### config.mk
export PLATFORM = sky130hd
export DESIGN_NAME = data_4x4_col_to_row
export DESIGN_NICKNAME = d
export VERILOG_FILES = /design/src/rtl/data_4x4_col_to_row_pkg.sv /design/src/rtl/data_4x4_col_to_row_mat_bank.sv /design/src/rtl/data_4x4_col_to_row.sv
export SDC_FILE = /design/constraint.sdc
export NUM_CORES = 1
export LEC_CHECK = 0
export ABC_AREA = 1
export CAP_MARGIN = 20
export CORE_ASPECT_RATIO = 1.75
export CORE_UTILIZATION = 25
export CTS_CLUSTER_DIAMETER = 120
export DETAILED_ROUTE_END_ITERATION = 8
export GPL_ROUTABILITY_DRIVEN = 0
export PLACE_DENSITY_LB_ADDON = 0.2
export SYNTH_ARGS = -nofsm -noshare
export SYNTH_HDL_FRONTEND = slang
export SYNTH_SLANG_ARGS = --single-unit
### constraint.sdc
create_clock -name clk -period 8.8 [get_ports clk]
set_clock_uncertainty 0.2 [all_clocks]
set_input_delay 1.76 -clock clk [delete_from_list [all_inputs] [get_ports clk]]
set_output_delay 1.76 -clock clk [all_outputs]
set_load 0.03 [all_outputs]
### src/rtl/data_4x4_col_to_row_pkg.sv
// Shared layout constants and element indexing for the 4x4 transform path.
package data_4x4_col_to_row_pkg;

  localparam int unsigned ElemW = 8;
  localparam int unsigned Dim   = 4;
  localparam int unsigned ColW  = Dim * ElemW;
  localparam int unsigned MatW  = Dim * ColW;

  // Row-major element index; data_4x4_transform uses the same mapping.
  function automatic int unsigned idx(input int unsigned r, input int unsigned c);
    return r * Dim + c;
  endfunction

endpackage

### src/rtl/data_4x4_col_to_row_mat_bank.sv
// One row-major matrix register bank, written one column at a time.
module mat_bank
  import data_4x4_col_to_row_pkg::*;
#(
  parameter int unsigned W = ElemW,
  parameter int unsigned N = Dim
) (
  input  logic             clk_i,
  input  logic             rst_i,
  input  logic             clr_i,
  input  logic             wr_en_i,
  input  logic [1:0]       col_idx_i,
  input  logic [N*W-1:0]   col_i,
  output logic [N*N*W-1:0] mat_o
);

  logic [N*N*W-1:0] mat_q, mat_d;

  always_comb begin
    mat_d = mat_q;
    if (clr_i) begin
      mat_d = '0;
    end else if (wr_en_i) begin
      for (int unsigned r = 0; r < N; r++) begin
        mat_d[idx(r, 32'(col_idx_i)) * W +: W] = col_i[r * W +: W];
      end
    end
  end

  always_ff @(posedge clk_i or posedge rst_i) begin
    if (rst_i) begin
      mat_q <= '0;
    end else begin
      mat_q <= mat_d;
    end
  end

  assign mat_o = mat_q;

endmodule

### src/rtl/data_4x4_col_to_row.sv
// Column-beat to row-major matrix converter with a two-bank ping-pong buffer.
module data_4x4_col_to_row
  import data_4x4_col_to_row_pkg::*;
#(
  parameter int unsigned W = ElemW,
  parameter int unsigned N = Dim
) (
  input  logic             clk,
  input  logic             rst,
  input  logic             in_valid,
  output logic             in_ready,
  input  logic             in_sof,
  input  logic [N*W-1:0]   in_col,
  output logic             out_valid,
  input  logic             out_ready,
  output logic [N*N*W-1:0] out_data,
  output logic             err_sof
);

  if (N != 4) begin : g_bad_n
    $error("data_4x4_col_to_row supports N == 4 only");
  end

  logic [1:0]       full_q, full_d;
  logic             wr_bank_q, wr_bank_d;
  logic             rd_bank_q, rd_bank_d;
  logic [1:0]       col_cnt_q, col_cnt_d;
  logic             busy_q, busy_d;
  logic             err_q, err_d;
  logic             in_fire, out_fire, drop, restart, wr_en;
  logic [1:0]       wr_col;
  logic [1:0]       bank_we, bank_clr;
  logic [N*N*W-1:0] bank_mat [2];

  assign in_ready  = !full_q[wr_bank_q];
  assign in_fire   = in_valid && in_ready;
  assign out_valid = full_q[rd_bank_q];
  assign out_fire  = out_valid && out_ready;
  assign out_data  = bank_mat[rd_bank_q];
  assign err_sof   = err_q;

  always_comb begin
    full_d    = full_q;
    wr_bank_d = wr_bank_q;
    rd_bank_d = rd_bank_q;
    col_cnt_d = col_cnt_q;
    busy_d    = busy_q;
    drop      = in_fire && !busy_q && !in_sof;
    restart   = in_fire && busy_q && in_sof;
    wr_en     = in_fire && !drop;
    // A start-of-matrix beat always lands in column 0, abandoning any partial matrix.
    wr_col    = in_sof ? 2'd0 : col_cnt_q;
    err_d     = drop || restart;
    if (wr_en) begin
      if (wr_col == 2'(N - 1)) begin
        full_d[wr_bank_q] = 1'b1;
        wr_bank_d         = !wr_bank_q;
        col_cnt_d         = 2'd0;
        busy_d            = 1'b0;
      end else begin
        col_cnt_d = wr_col + 2'd1;
        busy_d    = 1'b1;
      end
    end
    // The reader only pops a full bank, which the writer never targets.
    if (out_fire) begin
      full_d[rd_bank_q] = 1'b0;
      rd_bank_d         = !rd_bank_q;
    end
  end

  always_ff @(posedge clk or posedge rst) begin
    if (rst) begin
      full_q    <= '0;
      wr_bank_q <= 1'b0;
      rd_bank_q <= 1'b0;
      col_cnt_q <= '0;
      busy_q    <= 1'b0;
      err_q     <= 1'b0;
    end else begin
      full_q    <= full_d;
      wr_bank_q <= wr_bank_d;
      rd_bank_q <= rd_bank_d;
      col_cnt_q <= col_cnt_d;
      busy_q    <= busy_d;
      err_q     <= err_d;
    end
  end

  for (genvar b = 0; b < 2; b++) begin : g_bank
    assign bank_we[b]  = wr_en && (wr_bank_q == 1'(b));
    assign bank_clr[b] = out_fire && (rd_bank_q == 1'(b));

    mat_bank #(
      .W(W),
      .N(N)
    ) u_bank (
      .clk_i    (clk),
      .rst_i    (rst),
      .clr_i    (bank_clr[b]),
      .wr_en_i  (bank_we[b]),
      .col_idx_i(wr_col),
      .col_i    (in_col),
      .mat_o    (bank_mat[b])
    );
  end

endmodule
; ---- Word-level counts from Yosys, hierarchy flattened
; Cells that the tools add are included.
[word_totals]
ff_bits = 264
input_bits = 37
[classes]
n_addsub = 8
magnitude_cmp = 5
n_eq_ne = 1
n_shift = 8
n_mux = 29
n_bitwise = 6
reduce_logical = 23
[op_table]
columns = cell, count
row1 = 128-bit bitwise mux, 8
row2 = 128-bit 2-to-1 mux, 7
row3 = "8-bit by 34-bit variable shift with 128-bit output, first input constant", 4
row4 = 8-bit by 34-bit variable part select with 128-bit output, 4
row5 = 32-bit negator with 34-bit output, 3
row6 = 5-bit negator with 34-bit output, 1
row7 = 1-bit logical AND, 13
row8 = "4-bit by 2-bit adder with 5-bit output, first input constant", 2
row9 = 2-bit 2-to-1 mux, 5
row10 = 1-bit 2-to-1 mux, 7
row11 = 1-bit zero test, 6
row12 = "3-bit by 2-bit adder with 4-bit output, first input constant", 1
row13 = "1-bit by 2-bit < comparator with 1-bit output, second input constant", 2
row14 = 2-bit nonzero test, 2
row15 = "2-bit by 1-bit adder with 2-bit output, second input constant", 1
row16 = 2-bit bitwise AND, 1
row17 = 1-bit demux with 1-bit select, 2
row18 = "2-bit == test, second input constant", 1
row19 = "1-bit >= comparator, second input constant", 2
row20 = "2-bit >= comparator, second input constant", 1
row21 = 1-bit inverter, 2
row22 = 1-bit inverter with 2-bit output, 1
row23 = 2-bit inverter, 1
row24 = 2-bit OR, 1
row25 = 2 further kinds, 2

; ---- Longest topological paths before layout
; Gate-level depths: netlist of the first run.
[logic_depth]
word_depth = 11
ltp_mapped = 13

; ---- Hierarchy
; From an unflattened synthesis of the first run, not the netlist that was laid out.
[unflattened]
hier_cells = 2208
hier_area_um2 = 15130.8
[modules_own_cells]
columns = module, instances, cells_per_inst, area_per_inst_um2, seq_area_each_um2
row1 = mat_bank at g_bank[1].u_bank, 1, 886, 6661.4, 3203.1
row2 = mat_bank at g_bank[0].u_bank, 1, 852, 6418.7, 3203.1
row3 = data_4x4_col_to_row, 1, 470, 2050.7, 200.2

; ---- Worst setup path after synthesis of the first run
; OpenSTA, ideal clock, no wires.
[synth_path]
path_kind = input to register
start = input in_sof
end = register g_bank[1].u_bank.mat_q[8]
setup_time_ns = 0.065
arrival_ns = 3.571
setup_slack_ns = 4.963
path_stages = 11
cell_sequence = nor2_1 -> buf_2 -> buf_1 -> ha_1 -> inv_1 -> nor2_2 -> nand2_1 -> clkbuf_1 -> nor2_1 -> nand2_1 -> nand2_1
[synth_via]
elab_chain_len = 9
word_cells_on_any_way = 28
classes_between = add/sub: 7 / shift: 8 / mux: 7 / reduce/logical: 6
[synth_lines]
columns = item, line
row1 = from (decl), data_4x4_col_to_row.sv:12  ; input logic in_sof,
row2 = 2-bit 2-to-1 mux, data_4x4_col_to_row.sv:52  ; wr_col = in_sof ? 2'd0 : col_cnt_q;
row3 = 3-bit by 2-bit adder with 4-bit output or 5-bit negator with 34-bit output (tied branches), "data_4x4_col_to_row_pkg.sv:11, data_4x4_col_to_row_mat_bank.sv:25"
row4 = "32-bit negator with 34-bit output, or another cell as far along", data_4x4_col_to_row_mat_bank.sv:25  ; mat_d[idx(r, 32'(col_idx_i)) * W +: W] = col_i[r * W +: W];
row5 = "8-bit by 34-bit variable part select with 128-bit output, or another cell as far along", data_4x4_col_to_row_mat_bank.sv:25
row6 = 128-bit bitwise mux (3 in a row), data_4x4_col_to_row_mat_bank.sv:25
row7 = 128-bit 2-to-1 mux, data_4x4_col_to_row_mat_bank.sv:23  ; end else if (wr_en_i) begin
row8 = 128-bit 2-to-1 mux, data_4x4_col_to_row_mat_bank.sv:21  ; if (clr_i) begin
row9 = to (signal assigned), data_4x4_col_to_row_mat_bank.sv:34  ; mat_q <= mat_d;
row10 = to (decl), data_4x4_col_to_row_mat_bank.sv:17  ; logic [N*N*W-1:0] mat_q, mat_d;
; Parallel ways exist; a longest one is shown, timed or not. The select of a mux whose other input is x is not followed.
; A chain may end at the register's enable or synchronous reset.

; ---- Worst setup path after layout of the first run
[layout_path]
start = register rd_bank_q
end = output out_data[41]
[layout_via]
elab_chain_len = 4
[layout_lines]
columns = item, line
row1 = from (decl), data_4x4_col_to_row.sv:26  ; logic rd_bank_q, rd_bank_d;
row2 = from (signal assigned), data_4x4_col_to_row.sv:83  ; rd_bank_q <= rd_bank_d;
row3 = 1-bit inverter with 2-bit output (not written as such), data_4x4_col_to_row.sv:39  ; assign out_data = bank_mat[rd_bank_q];
row4 = 128-bit 2-to-1 mux (not written as such) (3 in a row), data_4x4_col_to_row.sv:39
row5 = to (decl), data_4x4_col_to_row.sv:16  ; output logic [N*N*W-1:0] out_data,
; Every way passes these cells. The select of a mux whose other input is x is not followed.

==> impl_metrics.yaml, run 1 <==
clock_network:
  htreeDepth: 1
  insertion_delay_ns: 0.56
  cts_buffers: 27
  cts_buffer_depth: 3
  cts_resized: 0
  post_cts.repair.setup_buffers: 0
  clkSlewWorstSetupHoldPaths_ns: 0.06
  holdBufCountCts: 0
  cts_tree: "done"
  cts.sinks: 264
  clock-root-buffer: "clkbuf_16"
routing:
  firstDrtPassIters: 5
  initialDrtViolationCount: 987
  final_antenna_net_count: 0
  routed_via_density: 4.89
  post-route-drc-count: 0
  wl_per_cell_um: 20.9
  drt_wl_total_um: 57000
  via_count: 13300
power_and_ir_drop:
  clkPwrFrac: 0.293
  seq_power_share: 0.369
  intPower_uw: 2330
  combPwrFrac: 0.339
  sw_frac_of_total: 0.416
  ir_drop_uv: 150
  powerDensity_nw_per_um2: 239
  finalPower_uw: 4000
  total_leakage_power_uw: 0.00882
  p_switching_uw: 1660
logic_synthesis:
  synth_compound_area_frac: 0.0206
  avgSynthCellArea_sq_um: 7.04
  syn_area_sq_um: 13600
  ys.flop_type: "dfrtp_1"
  yosysTopAreaCell: "dfrtp_1"
  synth_fp_nets: 1978
  synth.distinct_cells: 25
  synth_top_family_by_area: "simple AND/OR/NAND/NOR gates"
  synth-xor-area-share: 0
  yosys.area.top_type_share: 0.485
  ys_seq_elements: 264
  synthAdderAreaFrac: 0.00551
  synthSimpleGateAreaFrac: 0.434
  ys_seq_area_frac: 0.485
  synth-edff-count: 0
  yosysMostFrequentCell: "nand2_1"
  synthCells: 1935
  synth.mux.area_fraction: 0
  synth_common_cells: "nand2_1, nand3_1, dfrtp_1"
  synth_area_leaders: "dfrtp_1, nand2_1, nand3_1, nor2_1, buf_2"
  synthArstFlopShare: 1.00
  yosys_warnings: 0
floorplan:
  start_util: 0.254
  die_w_um: 178
  die_h_um: 311
  dieArea_sq_um: 55400
  io_pins: 168
  fp.coreArea_sq_um: 53500
  rows: 112
critical_path:
  r2r-start: "rd_bank_q$_DFFE_PP0P_"
  critPathRequiredTime_ns: 6.84
  crit_fanout: 69
  crit_path_end_kind: "output port"
  worstRegToRegCells: 6
  crit_slowest_cell: "buf_4"
  slowest_delay_ns: 0.74
  reg2reg_to: "g_bank[0].u_bank.mat_o[32]$_DFFE_PP0P_"
  worstSetupStartpointType: "flop"
  crit_arrival_ns: 3.82
  cp_cell_sequence: "inv_6, buf_4, nand2_1, nand2_1, clkdlybuf4s50_1"
  worstSetupPathType: "flop to output port"
  startpoint: "rd_bank_q$_DFFE_PP0P_"
  cp_common_cell: "nand2_1"
  r2r_setup_slack_ns: 5.01
  endpoint: "out_data[41]"
hold_path:
  min_path_type: "flop to flop"
layout:
  fin_area_sq_um: 16700
  area_growth_syn_to_layout_pct: 22.7
  diodes: 0
  fin_nets: 2063
  drive_above_1_share: 0.0432
  stdcell_count: 2721
placement:
  placedCellCount: 2674
  placed_area_sq_um: 15800
  dp_hpwl_um: 38200
  pre_cts_slack_ns: 3.31
  numPortBuffers: 167
timing:
  fin_ws_ns: 3.02
  final_min_period_over_clock_period: 0.657
  rsz0062_at_grt: "no"
  finalSetupTns_ns: 0
  period_needed_ns: 5.78
  finalMaxSlewViolations: 0
  fmax_mhz: 173
  worstMarginPinSlew_ns: 1.22
  setup_viol: 0
  slew_headroom: 0.188
  hold_violations: 0
global_routing:
  grt_pass1_wl_um: 85100
  antenna_found_initial: 1
  grt_use_total: 0.204
  grt_pass1_vias: 13000
  gr-total-overflow: 0
  grt_max_degree: 176
outcome:
  status: "finished, final reports clean"
job:
  cap_viol_max_count: 0
power by group through the flow:
stage	Sequential (uW)	Combinational [uW]	Clock, uW
after floorplan	1430	846	0
after global placement	1490	1350	0
after detailed placement	1500	1360	0
after CTS	1470	1370	1190
after global routing	1490	1450	1240
final	1470	1350	1170
cells in the final DEF, fill, tap and decap left out, drive strengths merged:
master,count
clkinv,6
clkinvlp,4
clkbuf,36
nand3,305
ha,6
inv,50
dfrtp,264
a21oi,2
nand4,23
o31ai,11
buf,16
nor2,102
nor3,9
o21ai,26
clkdlybuf4s50,167
nand2,999
o22ai,8
a21boi,1
bufinv,2
logic make-up (layout without fill, tap and decap cells):
| logic type | count (synthesis) | in the layout |
|---|---|---|
| buffers and inverters | 179 | 281 |
| adders and majority gates | 6 | 6 |
| and+or+nand+nor | 1438 | 1438 |
| DFF | 264 | 264 |
| AOI/OAI and AO/OA | 48 | 48 |
stage by stage:
| step | util | hold WS [ns] |
|---|---|---|
| after floorplan | - | 0.249 |
| after global routing | 0.312 | 0.312 |
| after CTS | 0.312 | 0.286 |
| final | 0.312 | 0.284 |
| after detailed placement | 0.296 | 0.267 |
| after global placement | 0.295 | 0.264 |
final cells by class:
class,count,area (sq um)
inverters,52,205
well taps,684,856
flip-flops and latches,264,6610
multi-input cells,1492,6340
fillers,5845,36800
clock buffers,36,749
clock inverters,10,111
repair buffers,183,1840
flip-flops by register name, summed over array words and instances, names as in the netlist:
signal               cells
busy_q                   1
col_cnt_q                2
err_sof                  1
full_q                   2
g_bank.u_bank.mat_o    256
rd_bank_q                1
wr_bank_q                1
worst min path at each step:
stage                                           startpoint                                     end  slack [ns]  depth (start not counted)
floorplan           g_bank[1].u_bank.mat_o[34]$_DFFE_PP0P_  g_bank[1].u_bank.mat_o[34]$_DFFE_PP0P_        0.25                          2
global placement    g_bank[1].u_bank.mat_o[32]$_DFFE_PP0P_  g_bank[1].u_bank.mat_o[32]$_DFFE_PP0P_        0.26                          2
detailed placement  g_bank[0].u_bank.mat_o[37]$_DFFE_PP0P_  g_bank[0].u_bank.mat_o[37]$_DFFE_PP0P_        0.27                          2
CTS                 g_bank[0].u_bank.mat_o[34]$_DFFE_PP0P_  g_bank[0].u_bank.mat_o[34]$_DFFE_PP0P_        0.29                          2
global route        g_bank[0].u_bank.mat_o[11]$_DFFE_PP0P_  g_bank[0].u_bank.mat_o[11]$_DFFE_PP0P_        0.31                          2
finish              g_bank[0].u_bank.mat_o[34]$_DFFE_PP0P_  g_bank[0].u_bank.mat_o[34]$_DFFE_PP0P_        0.28                          2
critical path: cells and delay by family (launching register included):
kind                   cells  cell delay (ns)
buffers and inverters      3             2.02
flip-flops                 1             0.72
AND/OR/NAND/NOR            2             0.32
routing by layer:
| metal | GRT usage | share of wire | up-vias |
|---|---|---|---|
| li1 | - | - | 6288 |
| met1 | 0.262 | 0.42 | 6440 |
| met2 | 0.346 | 0.49 | 485 |
| met3 | 0.0230 | 0.051 | 94 |
| met4 | 0.0782 | 0.037 | 2 |
| met5 | 0 | 0.00028 | - |
Power figures use the tool's default switching activity.
==> inputs of run 2 (changes only) <==
- clock period: 8.8 -> 6.1 ns (I/O delays scaled with it)
==> impl_metrics.yaml, run 2 (synthesized netlist as in run 1, its figures left out) <==
clock_network:
  holdBufCountCts: 0
  htreeDepth: 1
  cts_tree: "done"
  clock-root-buffer: "clkbuf_16"
  post_cts.repair.setup_buffers: 0
  clkSlewWorstSetupHoldPaths_ns: 0.07
  cts_buffers: 27
  cts_buffer_depth: 3
  cts.sinks: 264
  cts_resized: 0
  insertion_delay_ns: 0.57
layout:
  largest_reg_flops: 256
  nFillCells: 5866
  fin_nets: 2073
  mostFrequentLayoutCell: "nand2_1"
  area_growth_syn_to_layout_pct: 23.5
  drive_above_1_share: 0.0488
  diodes: 0
  final_cell_mix: "nand2_1, nand3_1, dfrtp_1, clkdlybuf4s50_1, nor2_1"
floorplan:
  io_pins: 168
  die_h_um: 311
  start_util: 0.254
  dieArea_sq_um: 55400
  rows: 112
  die_w_um: 178
  fp.coreArea_sq_um: 53500
power_and_ir_drop:
  powerDensity_nw_per_um2: 348
  ir_drop_uv: 191
  total_leakage_power_uw: 0.00890
  finalPower_uw: 5840
critical_path:
  worstSetupPathType: "flop to output port"
  reg2reg_to: "g_bank[0].u_bank.mat_o[34]$_DFFE_PP0P_"
  crit_path_end_kind: "output port"
  endpoint: "out_data[64]"
  worstRegToRegCells: 6
  crit_arrival_ns: 3.24
  crit_fanout: 53
  startpoint: "rd_bank_q$_DFFE_PP0P_"
  critPathRequiredTime_ns: 4.68
  r2r-start: "rd_bank_q$_DFFE_PP0P_"
  r2r_setup_slack_ns: 2.73
  worstSetupStartpointType: "flop"
global_routing:
  grt_pass1_wl_um: 85200
  grt_pass1_vias: 13200
  grt_max_degree: 104
  antenna_found_initial: 0
  gr-total-overflow: 0
  grt_use_total: 0.205
placement:
  numPortBuffers: 167
  dp_hpwl_um: 39000
routing:
  firstDrtPassIters: 6
  post-route-drc-count: 0
  drt_wl_total_um: 56900
  routed_via_density: 4.86
  wl_per_cell_um: 20.8
  final_antenna_net_count: 0
  via_count: 13300
  initialDrtViolationCount: 1104
job:
  cap_viol_max_count: 0
timing:
  worstMarginPinSlew_ns: 1.15
  finalSetupTns_ns: 0
  period_needed_ns: 4.66
  final_min_period_over_clock_period: 0.764
  finalMaxSlewViolations: 0
  fmax_mhz: 215
  slew_headroom: 0.232
  hold_violations: 0
  rsz0062_at_grt: "no"
  setup_viol: 0
outcome:
  status: "finished, final reports clean"
hold_path:
  min_path_type: "flop to flop"
-- run 2: cell types whose count changed in the layout (fill, tap and decap cells not counted), moves of 2 or more --
cell / change
clkinv_2: +3
nand2_1: +2
buf_4: +11
nor2_4: -2
clkinvlp_4: -2
nand2_2: -2
nor2_2: +2
-- run 2: worst min path at each step --
| stage | startpoint | slack [ns] | cells past startpoint | end |
|---|---|---|---|---|
| finish | g_bank[1].u_bank.mat_o[34]$_DFFE_PP0P_ | 0.29 | 2 | g_bank[1].u_bank.mat_o[34]$_DFFE_PP0P_ |
| global route | g_bank[0].u_bank.mat_o[37]$_DFFE_PP0P_ | 0.31 | 2 | g_bank[0].u_bank.mat_o[37]$_DFFE_PP0P_ |
| CTS | g_bank[1].u_bank.mat_o[36]$_DFFE_PP0P_ | 0.29 | 2 | g_bank[1].u_bank.mat_o[36]$_DFFE_PP0P_ |
| detailed placement | g_bank[1].u_bank.mat_o[32]$_DFFE_PP0P_ | 0.27 | 2 | g_bank[1].u_bank.mat_o[32]$_DFFE_PP0P_ |
| global placement | g_bank[1].u_bank.mat_o[36]$_DFFE_PP0P_ | 0.26 | 2 | g_bank[1].u_bank.mat_o[36]$_DFFE_PP0P_ |
| floorplan | g_bank[1].u_bank.mat_o[34]$_DFFE_PP0P_ | 0.25 | 2 | g_bank[1].u_bank.mat_o[34]$_DFFE_PP0P_ |
-- run 2: report_power, final --
part	leakage, uW	internal (uW)	total [uW]	switching (uW)
combinational	0.00478	481	1980	1500
sequential	0.00366	1950	2100	156
clock	0.000454	1010	1760	754
-- run 2: critical path, stage by stage, from the launching register on --
cell	delay [ns]
dfrtp_4	0.64
inv_6	0.42
buf_4	0.51
nand2_1	0.09
nand2_1	0.18
clkdlybuf4s50_1	0.71
-- run 2: area by class of cell --
class                      count  area, sq um  area share
tap                          684          856      0.0509
clock inverter                13          150     0.00893
sequential                   264         6610       0.393
timing repair buffer         193         1900       0.113
clock buffer                  37          763      0.0454
multi-input combinational   1492         6330       0.376
inverter                      52          205      0.0122
-- run 2: metal layers --
layer,routed length [um],vias up,share of wire,global-route usage
met4,2380,0,0.042,0.0859
met3,2640,108,0.046,0.0199
met5,0,-,0,0
li1,-,6310,-,-
met1,23000,6407,0.40,0.254
met2,28900,465,0.51,0.357
-- run 2: stage by stage --
step / utilization / cell area, sq um / setup WS (ns) / hold slack, ns / cells
floorplan: - / 13600 / 1.20 / 0.249 / 1935
global placement: 0.296 / 15900 / 1.69 / 0.262 / 2684
detailed placement: 0.296 / 15900 / 1.58 / 0.266 / 2684
CTS: 0.314 / 16800 / 1.40 / 0.288 / 2734
global route: 0.314 / 16800 / 1.33 / 0.308 / 2735
finish: 0.314 / 16800 / 1.44 / 0.286 / 2735
==> inputs of run 3 (changes only) <==
- clock period: 6.1 -> 4.6 ns (I/O delays scaled with it)
==> impl_metrics.yaml, run 3 (synthesized netlist as in run 1, its figures left out) <==
floorplan:
  start_util: 0.254
  dieArea_sq_um: 55400
  die_w_um: 178
  io_pins: 168
  fp.coreArea_sq_um: 53500
  rows: 112
  die_h_um: 311
timing:
  hold_violations: 0
  setup_viol: 0
  final_min_period_over_clock_period: 0.835
  fmax_mhz: 260
  finalMaxSlewViolations: 0
  worstMarginPinSlew_ns: 0.878
  rsz0062_at_grt: "no"
  slew_headroom: 0.414
  period_needed_ns: 3.84
  whs_ns: 0.282
placement:
  placed_area_sq_um: 16100
  dp_hpwl_um: 39300
  numPortBuffers: 167
  placedCellCount: 2704
clock_network:
  clkSlewWorstSetupHoldPaths_ns: 0.07
  clock-root-buffer: "clkbuf_16"
  cts_buffer_depth: 3
  holdBufCountCts: 0
  cts.sinks: 264
  htreeDepth: 1
  insertion_delay_ns: 0.56
  post_cts.repair.setup_buffers: 0
  cts_buffers: 26
  cts_resized: 0
  cts_tree: "done"
layout:
  mostFrequentLayoutCell: "nand2_1"
  largest_reg_flops: 256
  fin_nets: 2091
  diodes: 0
  area_growth_syn_to_layout_pct: 24.3
  stdcell_count: 2750
  fin_area_sq_um: 16900
  drive_above_1_share: 0.0518
  final_cell_mix: "nand2_1, nand3_1, dfrtp_1, clkdlybuf4s50_1, nor2_1"
  fin_util: 0.316
hold_path:
  min_path_type: "flop to flop"
critical_path:
  worstSetupPathType: "flop to output port"
  crit_fanout: 44
  r2r_setup_slack_ns: 1.45
  critPathRequiredTime_ns: 3.48
  crit_arrival_ns: 2.72
  crit_path_end_kind: "output port"
  worstSetupStartpointType: "flop"
routing:
  routed_via_density: 4.88
  initialDrtViolationCount: 1129
  via_count: 13400
  drt_wl_total_um: 57700
  post-route-drc-count: 0
  wl_per_cell_um: 21.0
  firstDrtPassIters: 6
  final_antenna_net_count: 0
outcome:
  status: "finished, final reports clean"
global_routing:
  grt_pass1_vias: 13500
  grt_use_total: 0.208
  grt_max_degree: 144
  antenna_found_initial: 0
  grt_pass1_wl_um: 86500
  gr-total-overflow: 0
power_and_ir_drop:
  ir_drop_uv: 254
  powerDensity_nw_per_um2: 452
  total_leakage_power_uw: 0.00897
job:
  cap_viol_max_count: 0
run 3: cell count changes in the layout (fill, tap and decap cells not counted), moves of 3 or more:
| cell | previous run | this run |
|---|---|---|
| clkbuf_1 | 5 | 10 |
| nor2_2 | 6 | 9 |
| inv_6 | 3 | 0 |
| nor2_4 | 5 | 2 |
| buf_12 | 1 | 9 |
| clkinv_2 | 8 | 3 |
| buf_4 | 24 | 36 |
run 3: per-layer routing:
| layer | GRT usage | routed length, um |
|---|---|---|
| met1 | 0.259 | 23400 |
| met2 | 0.360 | 29100 |
| met3 | 0.0194 | 2690 |
| met4 | 0.0869 | 2420 |
| met5 | 0 | 0 |
run 3: path summary, 6_finish.rpt:
kind,from,to,cells after the start
setup / recovery,rd_bank_q$_DFFE_PP0P_,out_data[52],5
hold / removal,g_bank[0].u_bank.mat_o[37]$_DFFE_PP0P_,g_bank[0].u_bank.mat_o[37]$_DFFE_PP0P_,2
setup reg to reg,col_cnt_q[0]$_DFFE_PP0N_,g_bank[1].u_bank.mat_o[58]$_DFFE_PP0P_,9
hold reg to reg,g_bank[0].u_bank.mat_o[37]$_DFFE_PP0P_,g_bank[0].u_bank.mat_o[37]$_DFFE_PP0P_,2
max in group asynchronous,rst,rd_bank_q$_DFFE_PP0P_,3
min in group asynchronous,rst,g_bank[1].u_bank.mat_o[60]$_DFFE_PP0P_,2
run 3: critical path, stage by stage, from the launching register on:
cell and delay, ns:
dfrtp_4 0.50, inv_4 0.35, buf_12 0.29, nand2_1 0.08, nand2_1 0.17, clkdlybuf4s50_1 0.70
run 3: final cells by class:
class                   instances  area, sq um
clock buffers                  42          782
clock inverters                 4         47.5
fillers                      5914        36600
inverters                      52          203
multi-input cells            1492         6300
flip-flops and latches        264         6610
well taps                     684          856
repair buffers                212         2120
run 3: stage by stage:
stage	setup TNS, ns	setup WS, ns	total power, uW
after floorplan	-0.929	-0.00352	4350
after global placement	0	0.604	5540
after detailed placement	0	0.491	5550
after CTS	0	0.747	7730
after global routing	0	0.677	8000
final	0	0.758	7650
run 3: where the power goes:
part / leakage, uW / internal, uW / switching [uW]
logic: 0.00490 / 698 / 2030
clock network: 0.000403 / 1210 / 942
registers: 0.00366 / 2580 / 180
==> edit: new RTL, config.mk and constraints of run 3 <==
The output `err_sof` loses its register stage (`err_q` becomes a continuous assignment).
--- a/src/rtl/data_4x4_col_to_row.sv
+++ b/src/rtl/data_4x4_col_to_row.sv
@@ -78,3 +78,2 @@
       busy_q    <= 1'b0;
-      err_q     <= 1'b0;
     end else begin
@@ -85,5 +84,6 @@
       busy_q    <= busy_d;
-      err_q     <= err_d;
     end
   end
+
+  assign err_q = err_d;
 
Check against the original RTL: not settled (the Yosys comparison gave no result); the edit may change what the design does.
==> edit against run 3 <==
- sequential cell count is 1 lower
- setup slack got worse by 40 ps
- routed wire length is 0.54% lower
- first-iteration DRC count decreased by 5.7%
- synthesized area shrank 0.18%
- global-route usage up 0.12 points
- design area increased by 0.12%
- total power rose by 2.3%
- core utilization about the same
- highest routed layer is now met5
==> edit: results (changes against run 3) <==
| Metric | Value |
|---|---|
| Fill count | 5783 (was 5914) |
| Max incr delay on CP | 720 ps (was 700 ps) |
| Reg-to-Reg End | g_bank[0].u_bank.mat_o[36]$_DFFE_PP0P_ (was g_bank[1].u_bank.mat_o[58]$_DFFE_PP0P_) |
| VDD IR-drop max | 0.000374 V (was 0.000254 V) |
| Initial antenna violation count | 4 (was 0) |
| Switching share of total power | 41.0% (was 41.3%) |
| Via/cell ratio | 4.85 (was 4.88) |
| DR pass1 iterations | 5 (was 6) |
| Logic pwr share | 35.2% (was 35.7%) |
| # diodes | 2 (was 0) |
| Clock buffer count | 38 (was 42) |
| Post-synth top cells | nand2_1 (994), nand3_1 (304), dfrtp_1 (263) (was nand2_1 (994), nand3_1 (304), dfrtp_1 (264)) |
| Seq cells post-synth | 263 (was 264) |
| Worst reg-to-reg setup slack | 1160 ps (was 1450 ps) |
| Syn Nets | 1977 (was 1978) |
| Fraction of area in multi-input gates | 37.2% (about the same) |
| Global-route wire length before repair | 85700 um (was 86500 um) |
| Gr usage total | 20.9% (was 20.8%) |
| Non-clock buffer share | 12.3% (was 12.5%) |
| P_clk | 2.33 mW (was 2.16 mW) |
| Clock-cell share of area | 5.41% (was 4.90%) |
| Adder-cell share of the synthesized area | 0.552% (was 0.551%) |
| Hold path startpoint | g_bank[0].u_bank.mat_o[34]$_DFFE_PP0P_ (was g_bank[0].u_bank.mat_o[37]$_DFFE_PP0P_) |
| R2R Path Start | rd_bank_q$_DFFE_PP0P_ (was col_cnt_q[0]$_DFFE_PP0N_) |
| Initial DRC count | 1065 (was 1129) |
| Slew margin rel. | 23.3% (was 41.4%) |
| Vias in the first global route | 13.2k (was 13.5k) |
| Status | finished, final reports clean (unchanged) |
edit: logic make-up (layout without fill, tap and decap cells):
| kind of cell | after synthesis | after routing |
|---|---|---|
| AO/OA/AOI/OAI | 48 | 48 |
| adder cells (fa/ha/maj) | 6 | 6 |
| buffers and inverters | 179 | 311 |
| flip-flops | 263 | 263 |
| other | 0 | 2 |
| AND/OR/NAND/NOR | 1438 | 1438 |
edit: metrics by stage:
step / total power, mW / instance area [um2] / worst slack (ps) / std cells / utilization (%)
finish: 7.82 / 16900 / 719 / 2752 / 31.6
global route: 8.20 / 16900 / 633 / 2752 / 31.6
floorplan: 4.34 / 13600 / 10.5 / 1934 / -
CTS: 7.91 / 16900 / 654 / 2750 / 31.6
detailed placement: 5.57 / 16000 / 582 / 2701 / 29.9
global placement: 5.54 / 16000 / 521 / 2700 / 29.9
edit: worst max-delay path, delay by kind of cell (launching register included):
kind                   cells  cell delay, ps
DFF                        1             500
and+or+nand+nor            2             290
buffers and inverters      3            1350
edit: layer usage:
| metal | vias up | track usage, % | wire [um] |
|---|---|---|---|
| met5 | - | 0 | 20 |
| met2 | 461 | 35.6 | 28400 |
| met1 | 6436 | 26.2 | 23500 |
| li1 | 6341 | - | - |
| met3 | 97 | 2.15 | 2780 |
| met4 | 4 | 9.87 | 2640 |
edit: worst max path at each step:
stage                               start                                     end  slack (ps)
floorplan                             rst                      busy_q$_DFFE_PP0N_          10
global placement                   in_sof  g_bank[0].u_bank.mat_o[66]$_DFFE_PP0P_         520
detailed placement                 in_sof  g_bank[0].u_bank.mat_o[36]$_DFFE_PP0P_         580
CTS                 rd_bank_q$_DFFE_PP0P_                            out_data[53]         650
global route        rd_bank_q$_DFFE_PP0P_                            out_data[37]         630
finish              rd_bank_q$_DFFE_PP0P_                            out_data[53]         720
